`config.mk`:
```
export PLATFORM = sky130hd
export DESIGN_NAME = div_seq
export DESIGN_NICKNAME = d
export VERILOG_FILES = /design/src/rtl/div_seq.sv
export SDC_FILE = /design/constraint.sdc
export NUM_CORES = 1
export LEC_CHECK = 0
export BUFFER_PORTS_ARGS = -buffer_cell sky130_fd_sc_hd__buf_2
export CORE_MARGIN = 1
export CORE_UTILIZATION = 26
export DETAILED_ROUTE_END_ITERATION = 6
export MAX_ROUTING_LAYER = met4
export PLACE_DENSITY = 0.54
export SYNTH_ARGS = -nofsm -noshare
export SYNTH_HDL_FRONTEND = slang
export SYNTH_SLANG_ARGS = --single-unit
```
`constraint.sdc`:
```
create_clock -name clk -period 5.5 [get_ports clk]
set_input_delay 0.275 -clock clk [delete_from_list [all_inputs] [get_ports clk]]
set_output_delay 0.275 -clock clk [all_outputs]
set_load 0.03 [all_outputs]
```
`src/rtl/div_seq.sv`:
```
// div_seq: multi-cycle restoring divider for DIV/DIVU.
// Produces one quotient bit per cycle on operand magnitudes and holds the
// pipeline via stall_req until the result is ready. Quotient goes to LO and
// remainder goes to HI. Only one operation can be in flight at a time.
module div_seq #(
  parameter int DATA_WIDTH = 32,
  parameter int CNT_WIDTH  = 6
) (
  input  logic                  clk,
  input  logic                  rst,
  input  logic                  start,
  input  logic                  signed_div,
  input  logic                  annul,
  input  logic [DATA_WIDTH-1:0] dividend,
  input  logic [DATA_WIDTH-1:0] divisor,
  output logic                  stall_req,
  output logic                  busy,
  output logic                  done,
  output logic [DATA_WIDTH-1:0] quotient,
  output logic [DATA_WIDTH-1:0] remainder
);

  localparam int W = DATA_WIDTH;

  typedef enum logic [1:0] {IDLE, RUN, DZERO, DONE} state_t;

  state_t               state, state_n;
  logic [CNT_WIDTH-1:0] cnt;
  logic [W-1:0]         rem, dvd, dsr;
  logic                 neg_q, neg_r;
  logic                 accept, last;
  logic [W:0]           rem_sh, trial;
  logic [W-1:0]         rem_n, dvd_n, q_fix, r_fix;

  // Two's-complement magnitude. The most negative value maps to itself,
  // which still reads correctly as an unsigned magnitude.
  function automatic logic [W-1:0] mag(input logic [W-1:0] x, input logic sg);
    return (sg & x[W-1]) ? -x : x;
  endfunction

  assign accept = (state == IDLE) & start & ~annul;
  assign last   = (cnt == CNT_WIDTH'(W - 1));

  // One restoring step. dvd shifts out dividend bits at the top and takes
  // quotient bits in at the bottom. rem_sh needs W+1 bits because a divisor
  // magnitude can be as large as 2^W-1.
  always_comb begin
    rem_sh = {rem, dvd[W-1]};
    trial  = rem_sh - {1'b0, dsr};
    rem_n  = rem_sh[W-1:0];
    dvd_n  = {dvd[W-2:0], 1'b0};
    if (!trial[W]) begin
      rem_n    = trial[W-1:0];
      dvd_n[0] = 1'b1;
    end
    q_fix = neg_q ? -dvd_n : dvd_n;
    r_fix = neg_r ? -rem_n : rem_n;
  end

  // State register.
  always_ff @(posedge clk or posedge rst) begin
    if (rst) state <= IDLE;
    else     state <= state_n;
  end

  // Next state and handshake outputs. annul drops stall_req in the same cycle.
  always_comb begin
    state_n   = state;
    stall_req = 1'b0;
    busy      = (state != IDLE);
    done      = 1'b0;
    case (state)
      IDLE: if (accept) begin
        stall_req = 1'b1;
        state_n   = (divisor == '0) ? DZERO : RUN;
      end
      RUN: begin
        if (annul) state_n = IDLE;
        else begin
          stall_req = 1'b1;
          if (last) state_n = DONE;
        end
      end
      DZERO: begin
        if (annul) state_n = IDLE;
        else begin
          stall_req = 1'b1;
          state_n   = DONE;
        end
      end
      DONE: begin
        done    = 1'b1;
        state_n = IDLE;
      end
      default: state_n = IDLE;
    endcase
  end

  // Operand latch, iteration, and result load. The result registers are
  // loaded on entry to DONE so they are already valid while done is high.
  // After that they hold until the next completed operation.
  always_ff @(posedge clk or posedge rst) begin
    if (rst) begin
      cnt       <= '0;
      rem       <= '0;
      dvd       <= '0;
      dsr       <= '0;
      neg_q     <= 1'b0;
      neg_r     <= 1'b0;
      quotient  <= '0;
      remainder <= '0;
    end else begin
      case (state)
        IDLE: if (accept) begin
          cnt   <= '0;
          rem   <= '0;
          neg_q <= signed_div & (dividend[W-1] ^ divisor[W-1]);
          neg_r <= signed_div & dividend[W-1];
          dsr   <= mag(divisor, signed_div);
          // Divide by zero returns the raw dividend, so keep it unmodified.
          dvd   <= (divisor == '0) ? dividend : mag(dividend, signed_div);
        end
        RUN: if (!annul) begin
          cnt <= cnt + 1'b1;
          rem <= rem_n;
          dvd <= dvd_n;
          if (last) begin
            quotient  <= q_fix;
            remainder <= r_fix;
          end
        end
        DZERO: if (!annul) begin
          quotient  <= '1;
          remainder <= dvd;
        end
        default: ;
      endcase
    end
  end

endmodule

```
==> results.tsv <==
stage	metric	value	unit
finish	fillers	4987	
floorplan	die area	48500	sq um
critical_path	critical path fanouts, max	6	
placed_design	placed instance area	13600	sq um
clocking	CTS tree	done	
floorplan	Core Region	46800	sq um
placed_design	placed cell count	2189	
critical_path	worst reg2reg path depth	16	
logic_synthesis	Yosys cell types	82	
timing	Final Max Slew Viols	0	
drt	Detailed Route WL	41.0	mm
placed_design	port bufs	135	
timing	WHS	0.0177	ns
critical_path	reg2reg start	rem[16]	
critical_path	Worst EP required	5.84	ns
logic_synthesis	Synth warnings	0	
logic_synthesis	Post-Syn Area	12400	sq um
critical_path	critical path buffer and inverter count	1	
critical_path	CP Class	reg -> reg	
finish	# nets final	1712	
grt	GRT Util Overall	17.5	%
grt	pin count of the biggest net entering global routing	87	
finish	synthesis-to-finish area growth	14.6	%
critical_path	critical path launch point type	flop	
floorplan	DIE WIDTH	220	microns
grt	initial antenna violation count	0	
clocking	CTS H-tree lvls	4	
finish	Final Cell Area	14200	sq um
logic_synthesis	number of synthesized flops with an enable pin	0	
floorplan	Chip Height	220	microns
critical_path	Worst Setup End Kind	flop	
drt	DR WL/cell	18.5	microns
timing	fin crit share	93.1	%
logic_synthesis	biggest area consumer among synthesized cells	dfrtp_1	
grt	first-pass GRT wire length	64.2	mm
timing	fmax	195	MHz
grt	vias in the first global route	11000	
placed_design	Final Wtd Congestion	0.903	
drt	1st-pass router iterations	7	
logic_synthesis	flops & latches, synth	170	
critical_path	crit-path cells	ha_1 -> a21o_1 -> a31o_2 -> a2bb2oi_4 -> o2111ai_2 -> a311oi_4 -> mux2i_1 -> ha_2 -> inv_1 -> a2111oi_1 -> and4bb_2 -> a41oi_2 -> or3b_4 -> o41ai_2 -> xor2_1 -> a221o_1	
logic_synthesis	top post-synthesis cells by count	nand2_1, dfrtp_1, o21ai_0	
timing	Hold Vio Cnt, Final	0	
finish	Reg area	4250	sq um
logic_synthesis	register area share after synthesis	34.4	%
timing	final setup fails	0	
critical_path	Critical Path AT	5.45	ns
run_status	failing checks	design-rule violations	
logic_synthesis	ys async rst share	100	%
power	PD cells	506	nW/um^2
grt	GRT overflow	0	
floorplan	Ports	136	
clocking	maximum clock path buffer count	2	
critical_path	family with the most delay on the worst path	compound AO/OA/AOI/OAI gates	
timing	worst-margin pin slew	1.15	ns
finish	share of post-route cells with drive strength above 1	14.7	%
timing	Period minus WS final	5.12	ns
clocking	clock sink total	170	
clocking	post-CTS setup buffers	0	
critical_path	CP max stage cell	or3b_4	
finish	final std cells w/o fill	2220	
clocking	Clock Latency Late Sink	0.45	ns
drt	vias per cell	5.18	
job	max_cap viols	0	
drt	Post-route DRC	14	
finish	multi-input logic area	7550	sq um
drt	iteration-0 DRC count of the detailed router	1070	
hold_path	worst hold-check path type	in -> async	
logic_synthesis	post-synth top area share	34.4	%
clocking	CTS clk-pin slew, worst paths	0.07	ns
floorplan	Initial Utilization	26.5	%
drt	Final ANT Viol Nets	0	
critical_path	critical path's largest stage delay	0.49	ns
logic_synthesis	largest cells by area after synthesis	dfrtp_1, o21ai_0, xor2_1	
power	leakage	5.96	nW
critical_path	crit path from	rem[16]	
power	total power	0.00718	W
logic_synthesis	post-synthesis cell count	1520	
drt	Vias	11500	
logic_synthesis	Post-synth top flop	dfrtp_1	
logic_synthesis	Syn Area/Cell	8.14	sq um
timing	Slew headroom	23.3	%
timing	worst clock skew	0.0176	ns
placed_design	DPL Wire Length	31.1	mm
timing	total negative slack	0	ns
run_status	status	finished, violations left	
power	Max IR drop VDD	0.000253	V
clocking	TritonCTS Buffers	17	
finish	ANT cells	0	
logic_synthesis	Synthesized Nets	1631	
critical_path	critical path depth	16	
logic_synthesis	most common cell in the netlist	nand2_1	
clocking	CTS root buf	clkbuf_16	
floorplan	Site Rows	79	
-- cells by family (layout without fill, tap and decap cells) --
| logic type | Yosys count | after routing | share of synthesized area [%] |
|---|---|---|---|
| AO/OA/AOI/OAI | 488 | 488 | 24.3 |
| XOR/XNOR | 140 | 140 | 9.91 |
| adder cells (fa/ha/maj) | 42 | 42 | 4.31 |
| buffers and inverters | 153 | 246 | 5.01 |
| flip-flops | 170 | 170 | 34.4 |
| multiplexers | 33 | 33 | 2.70 |
| AND/OR/NAND/NOR | 494 | 494 | 19.4 |
-- cells in the final DEF (no fill, tap or decap), types with 7 or more instances in the layout --
master / count
nor4_1: 16
a211oi_1: 7
a21boi_0: 8
nand4_1: 12
buf_2: 135
or3_1: 11
and3_1: 15
or2_2: 8
o211ai_1: 8
ha_1: 38
nor2_1: 128
and2_1: 11
nand2b_1: 13
o31ai_1: 23
nand3_1: 17
a31oi_1: 22
o21a_1: 13
o21ai_0: 162
clkbuf_16: 17
or4_1: 14
mux2i_1: 30
inv_1: 58
a21oi_1: 138
a21o_1: 12
nand3b_1: 8
buf_4: 20
xor2_1: 90
xnor2_1: 50
dfrtp_1: 170
nor3_1: 27
nand2_1: 173
o41ai_1: 13
nor2b_1: 9
o22ai_1: 28
-- power breakdown --
group | switching, W | leakage (nW) | internal, W
registers | 0.000533 | 2.13 | 0.00172
logic | 0.00244 | 3.57 | 0.00128
clock network | 0.000564 | 0.268 | 0.000650
-- path summary, 6_finish.rpt --
check / slack (ns) / to
setup / recovery: 0.38 / remainder[24]
hold / removal: 0.02 / remainder[5]
setup reg to reg: 0.38 / remainder[24]
hold reg to reg: 0.47 / remainder[6]
max in group asynchronous: 4.25 / remainder[28]
min in group clk: 0.14 / dsr[20]
-- metrics by stage --
| stage | utilization [%] | worst slack [ns] |
|---|---|---|
| detailed placement | 29.1 | 0.125 |
| CTS | 30.3 | 0.114 |
| global placement | 29.1 | 0.300 |
| floorplan | - | 0.124 |
| global route | 30.4 | -0.00372 |
| finish | 30.4 | 0.382 |
-- metal layers --
metal	part of all wire (%)	vias to the layer above	wire (microns)	GRT usage (%)
li1	-	5606	-	-
met1	48	5487	19700	24.1
met2	45	349	18400	26.5
met3	5.2	48	2130	2.53
met4	2.0	0	804	4.94
met5	0	-	0	-
-- cell type report --
type	count	area share (%)
inverter	60	1.62
multi-input combinational	1197	53.2
sequential	170	30.0
tap	607	5.35
clock buffer	19	3.19
clock inverter	12	0.829
timing repair buffer	155	5.82
-- state kept, by name, summed over array words and instances, names as in the netlist --
signal,cells
dvd,32
remainder,32
neg_q,1
neg_r,1
dsr,32
rem,32
state,2
quotient,32
cnt,6
-- worst register-to-register path: stages, from the launching register on --
cell and delay (ns):
dfrtp_1 0.44, ha_1 0.41, a21o_1 0.22, a31o_2 0.28
a2bb2oi_4 0.20, o2111ai_2 0.25, a311oi_4 0.45, mux2i_1 0.30
ha_2 0.25, inv_1 0.05, a2111oi_1 0.38, and4bb_2 0.35
a41oi_2 0.18, or3b_4 0.49, o41ai_2 0.32, xor2_1 0.10
a221o_1 0.32
-- timing repair --
item	in CTS	in global routing
resized for setup	0	7
setup endpoints to repair	0	6
hold buffers	0	0
hold endpoints to repair	0	0
Note: power is estimated with default switching activity, not from simulation.
